--- src/rtl/mips_pkg.sv ---
// Shared types and constants for the mips lab SoC shell: ALU op encoding,
// data widths and the active-low 7-segment decoder.
package mips_pkg;

    localparam int DATA_W = 32;
    localparam int KEY_N  = 8;
    localparam int CNT_W  = 8;
    localparam int DIGITS = 4;

    localparam logic [7:0] SEG_BLANK = 8'hFF;
    localparam logic [7:0] SEG_ZERO  = 8'hC0;

    typedef enum logic [2:0] {
        OP_ADD   = 3'd0,
        OP_SUB   = 3'd1,
        OP_AND   = 3'd2,
        OP_OR    = 3'd3,
        OP_XOR   = 3'd4,
        OP_SLL   = 3'd5,
        OP_SRL   = 3'd6,
        OP_CLEAR = 3'd7
    } op_e;

    // Segment order {dp,g,f,e,d,c,b,a}, active-low, decimal point kept off.
    function automatic logic [7:0] hex2seg(input logic [3:0] nib);
        logic [7:0] seg;
        case (nib)
            4'h0: seg = SEG_ZERO;
            4'h1: seg = 8'hF9;
            4'h2: seg = 8'hA4;
            4'h3: seg = 8'hB0;
            4'h4: seg = 8'h99;
            4'h5: seg = 8'h92;
            4'h6: seg = 8'h82;
            4'h7: seg = 8'hF8;
            4'h8: seg = 8'h80;
            4'h9: seg = 8'h90;
            4'hA: seg = 8'h88;
            4'hB: seg = 8'h83;
            4'hC: seg = 8'hC6;
            4'hD: seg = 8'hA1;
            4'hE: seg = 8'h86;
            4'hF: seg = 8'h8E;
            default: seg = SEG_BLANK;
        endcase
        return seg;
    endfunction

endpackage

--- src/rtl/mips_key_filter.sv ---
// One push-key input path: 2-flop synchronizer and a single-cycle accept pulse.
// MIPS_DEBOUNCE_EN selects the stable-run debouncer; otherwise a falling-edge detector.
module mips_key_filter #(
    parameter int DEBOUNCE_CYC = 3
) (
    input  logic clk,
    input  logic rst,
    input  logic key_n,
    output logic accept
);

    logic [1:0] sync_q;
    logic [1:0] sync_d;

    assign sync_d = {sync_q[0], key_n};

    always_ff @(posedge clk or posedge rst) begin
        if (rst) begin
            sync_q <= 2'b11;
        end else begin
            sync_q <= sync_d;
        end
    end

`ifdef MIPS_DEBOUNCE_EN
    localparam int CW = (DEBOUNCE_CYC > 1) ? $clog2(DEBOUNCE_CYC) : 1;
    localparam logic [CW-1:0] CNT_LAST = CW'(DEBOUNCE_CYC - 1);

    logic          pressed_q;
    logic          pressed_d;
    logic [CW-1:0] cnt_q;
    logic [CW-1:0] cnt_d;

    // The counter measures how long the pin has sat at the level opposite to
    // the current state; any sample back at the current level restarts it.
    always_comb begin
        pressed_d = pressed_q;
        cnt_d     = '0;
        accept    = 1'b0;
        if (sync_q[1] == pressed_q) begin
            if (cnt_q == CNT_LAST) begin
                pressed_d = ~pressed_q;
                accept    = ~pressed_q;
            end else begin
                cnt_d = cnt_q + 1'b1;
            end
        end
    end

    always_ff @(posedge clk or posedge rst) begin
        if (rst) begin
            pressed_q <= 1'b0;
            cnt_q     <= '0;
        end else begin
            pressed_q <= pressed_d;
            cnt_q     <= cnt_d;
        end
    end
`else
    logic prev_q;
    logic prev_d;

    assign prev_d = sync_q[1];
    assign accept = prev_q & ~sync_q[1] & (DEBOUNCE_CYC > 0);

    always_ff @(posedge clk or posedge rst) begin
        if (rst) begin
            prev_q <= 1'b1;
        end else begin
            prev_q <= prev_d;
        end
    end
`endif

endmodule

--- src/rtl/mips.sv ---
// Board-level top: per-key filters, priority encoder, 32-bit ALU, result and
// press counter, and multiplexed 7-seg scan. Key path depends on MIPS_DEBOUNCE_EN.
module mips
    import mips_pkg::*;
#(
    parameter int SCAN_DIV     = 4,
    parameter int DEBOUNCE_CYC = 3
) (
    input  logic        clk_in,
    input  logic        sys_rstn,
    input  logic [7:0]  dip_switch0,
    input  logic [7:0]  dip_switch1,
    input  logic [7:0]  dip_switch2,
    input  logic [7:0]  dip_switch3,
    input  logic [7:0]  dip_switch4,
    input  logic [7:0]  dip_switch5,
    input  logic [7:0]  dip_switch6,
    input  logic [7:0]  dip_switch7,
    input  logic [7:0]  user_key,
    output logic [31:0] led_light,
    output logic [7:0]  digital_tube0,
    output logic [3:0]  digital_tube_sel0,
    output logic [7:0]  digital_tube1,
    output logic [3:0]  digital_tube_sel1,
    output logic [7:0]  digital_tube2,
    output logic        digital_tube_sel2
);

    localparam int IW = $clog2(DIGITS);
    localparam int DW = (SCAN_DIV > 1) ? $clog2(SCAN_DIV) : 1;
    localparam logic [DW-1:0] DIV_LAST = DW'(SCAN_DIV - 1);

    logic [KEY_N-1:0]  accept;
    logic [DATA_W-1:0] opa;
    logic [DATA_W-1:0] opb;
    logic              op_valid;
    op_e               op;
    logic [DATA_W-1:0] alu_res;

    logic [DATA_W-1:0] result_q, result_d;
    logic [CNT_W-1:0]  press_cnt_q, press_cnt_d;
    logic [DW-1:0]     div_q, div_d;
    logic [IW-1:0]     idx_q, idx_d;

    for (genvar k = 0; k < KEY_N; k++) begin : g_key
        mips_key_filter #(
            .DEBOUNCE_CYC(DEBOUNCE_CYC)
        ) u_filt (
            .clk    (clk_in),
            .rst    (sys_rstn),
            .key_n  (user_key[k]),
            .accept (accept[k])
        );
    end

    assign opa = ~{dip_switch3, dip_switch2, dip_switch1, dip_switch0};
    assign opb = ~{dip_switch7, dip_switch6, dip_switch5, dip_switch4};

    // Scanning from the top down leaves the lowest accepted key in op.
    always_comb begin
        op_valid = 1'b0;
        op       = OP_ADD;
        for (int i = KEY_N - 1; i >= 0; i--) begin
            if (accept[i]) begin
                op_valid = 1'b1;
                op       = op_e'(i[2:0]);
            end
        end
    end

    always_comb begin
        alu_res = '0;
        case (op)
            OP_ADD:  alu_res = opa + opb;
            OP_SUB:  alu_res = opa - opb;
            OP_AND:  alu_res = opa & opb;
            OP_OR:   alu_res = opa | opb;
            OP_XOR:  alu_res = opa ^ opb;
            OP_SLL:  alu_res = opa << opb[4:0];
            OP_SRL:  alu_res = opa >> opb[4:0];
            default: alu_res = '0;
        endcase
    end

    always_comb begin
        result_d    = result_q;
        press_cnt_d = press_cnt_q;
        if (op_valid) begin
            if (op == OP_CLEAR) begin
                result_d    = '0;
                press_cnt_d = '0;
            end else begin
                result_d    = alu_res;
                press_cnt_d = press_cnt_q + 1'b1;
            end
        end
    end

    always_comb begin
        div_d = div_q + 1'b1;
        idx_d = idx_q;
        if (div_q == DIV_LAST) begin
            div_d = '0;
            idx_d = idx_q + 1'b1;
        end
    end

    always_ff @(posedge clk_in or posedge sys_rstn) begin
        if (sys_rstn) begin
            result_q    <= '0;
            press_cnt_q <= '0;
            div_q       <= '0;
            idx_q       <= '0;
        end else begin
            result_q    <= result_d;
            press_cnt_q <= press_cnt_d;
            div_q       <= div_d;
            idx_q       <= idx_d;
        end
    end

    // Tube1 shows the upper half-word, so its nibble sits 16 bits above tube0's.
    always_comb begin
        led_light         = ~result_q;
        digital_tube_sel0 = 4'b0001 << idx_q;
        digital_tube_sel1 = 4'b0001 << idx_q;
        digital_tube0     = hex2seg(result_q[4*idx_q +: 4]);
        digital_tube1     = hex2seg(result_q[16 + 4*idx_q +: 4]);
        digital_tube2     = hex2seg(press_cnt_q[3:0]);
        digital_tube_sel2 = 1'b1;
    end

endmodule

--- config.mk ---
export PLATFORM = sky130hd
export DESIGN_NAME = mips
export DESIGN_NICKNAME = d
export VERILOG_FILES = /design/src/rtl/mips_pkg.sv /design/src/rtl/mips_key_filter.sv /design/src/rtl/mips.sv
export SDC_FILE = /design/constraint.sdc
export NUM_CORES = 1
export LEC_CHECK = 0
export CORE_ASPECT_RATIO = 1.2
export CORE_MARGIN = 4
export CORE_UTILIZATION = 25
export CTS_CLUSTER_SIZE = 8
export DETAILED_ROUTE_END_ITERATION = 16
export GPL_ROUTABILITY_DRIVEN = 0
export PLACE_DENSITY = 0.45
export SETUP_SLACK_MARGIN = 0.15
export SLEW_MARGIN = 20
export SYNTH_ARGS = -nofsm -noshare
export SYNTH_HDL_FRONTEND = slang
export SYNTH_HIERARCHICAL = 1
export SYNTH_SLANG_ARGS = --single-unit
export TNS_END_PERCENT = 1
--- constraint.sdc ---
create_clock -name clk_in -period 9.25 [get_ports clk_in]
set_input_delay 2.775 -clock clk_in [delete_from_list [all_inputs] [get_ports clk_in]]
set_output_delay 2.775 -clock clk_in [all_outputs]
set_load 0.01 [all_outputs]
==> results.cfg <==
[logic_synthesis]
avgSynthCellArea_um2 = 8.23
synth-seq-cells = 64
yosys.area_share.xor_xnor_pct = 4.61
synth_top_family_by_area = compound AO/OA/AOI/OAI gates
synthTopCellsByArea = ha_1 15%, mux4_2 12%, dfrtp_1 9.2%
async_flop_share_pct = 100
synth-edff-count = 0
yosys-top-cells-count = 146 x nor2_1, 127 x ha_1, 121 x inv_1
syn-instance-count = 1315
synthMuxAreaShare_pct = 17.5
synth.most_common_cell = nor2_1
synthFlopType = dfrtp_1
synth_top_area_cell = ha_1
synth-compound-area-share_pct = 24.0
yosys.area_share.adder_pct = 14.9
ys_types = 89
yosys_warnings = 6
synth-simple-area-share_pct = 15.6
synth-seq-area-share_pct = 15.1
yosysTopAreaCellShare_pct = 14.7
syn-cell-area_um2 = 10800

[timing]
skew_ns = 0.0160
fmax_mhz = 136
tns_ns = 0
setup_viol = 0
rsz0062_at_grt = false
hold_viol_final = 0
worst_pin_slew_ns = 0.931
min_period_ns = 7.33
drv_slew = 0
timing.final.crit_share_pct = 79.2
slew_headroom_pct = 37.5

[routing]
num_vias = 10596
drc = 0
wl_mm = 44.7
avgRoutedWirePerCell_um = 22.9
post_drt_via_cell_ratio = 5.43
first_iter_violations = 755
antenna_left = 0
drt-pass1-iter-count = 6

[floorplan]
ios = 139
start_util_pct = 25.3
fp.dieH_um = 236
die_w_um = 198
num_rows = 83
core_area_um2 = 42800
dieArea_um2 = 46700

[finish]
final_cell_area_um2 = 12800
fill_cells = 4635
n_antenna_cell = 0
instances_no_fill = 1952
final_util_pct = 30.0
nNetsFinal = 1597
synthToLayoutAreaGrowth_pct = 18.7
layout-drive-gt1-share_pct = 12.4

[min_path]
hold_path.class = reg -> reg
min_path_cells = 0

[cts]
cts_resized = 0
cts_sinks = 64
post_cts_buffers = 0
cts.path.max_buffers = 2
cts_made_buffers = 9
cts_max_level = 3
worstSkewPairLatency_ns = 0.34
hold_buffers = 0
cts_tree = built
clk_pin_slew_ns = 0.07
cts_root_buf = clkbuf_16

[power]
leakagePower_nw = 5.39
power-per-cell-area_nw_per_um2 = 142
total_power_w = 0.00182
max-vdd-ir-drop_v = 0.000132

[outcome]
status = complete, no violations

[grt]
grt_max_degree = 69
first_global_vias = 10532
grt_pass1_wl_mm = 67.3
grt_usage_pct = 18.5
overflow = 0
antenna_found_initial = 1

[flow_run]
drv_cap = 0

[place]
dp_hpwl_mm = 35.7
place_area_um2 = 12600
place_inst = 1936
portBuffers = 134

[setup_path]
cp.required_ns = 9.45
cp.arrival_ns = 7.52
critical_path_class = in -> reg
endpoint_kind = register
cp-start-kind = input pin
r2r_cells = 14
worstPathMaxFanout = 42
==> registers in the layout (all words and copies together) (netlist names) <==
register	flops
result_q	32
g_key.u_filt/sync_q	16
press_cnt_q	4
g_key.u_filt/prev_q	8
idx_q	2
div_q	2
==> metal layers <==
layer | global-route usage (%) | vias to the layer above | wire [µm]
met5 | 0 | - | 11
met4 | 7.16 | 2 | 1830
met3 | 1.69 | 77 | 2300
met2 | 31.0 | 364 | 21300
met1 | 24.6 | 5189 | 19300
li1 | - | 4964 | -
==> metrics by stage <==
stage,setup slack (ns),hold WS [ns]
after floorplan,3.47,0.345
after global placement,1.71,0.346
after detailed placement,1.61,0.347
after CTS,1.97,0.355
after global routing,1.41,0.355
final,1.92,0.354
==> final cells by class <==
type	instances	area, µm²	area share (%)
multi-input combinational	1042	8310	64.7
sequential	64	1630	12.7
timing repair buffer	154	1480	11.5
tap	552	691	5.38
inverter	124	465	3.62
clock buffer	11	243	1.89
clock inverter	5	30.0	0.234
==> worst paths after layout <==
check                                          start                         to  slack, ns
max in group asynchronous                   sys_rstn                result_q[6]       5.68
min reg2reg                g_key[1].u_filt/sync_q[0]  g_key[1].u_filt/sync_q[1]       0.35
max                                   dip_switch4[4]               result_q[25]       1.92
min in group asynchronous                   sys_rstn  g_key[6].u_filt/sync_q[1]       3.08
min                        g_key[1].u_filt/sync_q[0]  g_key[1].u_filt/sync_q[1]       0.35
max reg2reg                   g_key[1].u_filt/prev_q               result_q[12]       5.37
==> cells by family after synthesis <==
group | after synthesis
other cells | 1
buf+inv | 212
simple gates | 361
flops | 64
fa+ha+maj | 128
compound gates | 377
mux | 115
xor+xnor | 57
==> cells in the final DEF, fill, tap and decap left out, drive strengths merged, types with 26 or more instances in the layout <==
cell type      count
mux2i             48
o21ai             79
nand2            109
nor2             148
xnor2             46
mux4              58
a21oi             94
inv              126
clkdlybuf4s50    130
ha               127
nor3              26
a221oi            27
dfrtp             40
==> report_power, final <==
part           switching [W]  internal, W
registers          0.0000692     0.000336
clock network       0.000127     0.000188
logic               0.000600     0.000505
==> critical path, stage by stage <==
cell and delay, ns:
clkdlybuf4s50_1 0.45, buf_4 0.38, inv_2 0.32, nor3_1 0.41, nand3_1 0.19, nor2_1 0.30, nand4_1 0.35, o41ai_1 0.40
xnor2_1 0.11, ha_1 0.46, nand2_1 0.11, nor3_1 0.26, nand3_1 0.20, o21ba_2 0.27, o221ai_1 0.21, xnor2_1 0.15
o221ai_1 0.15
(Power assumes the default switching activity.)
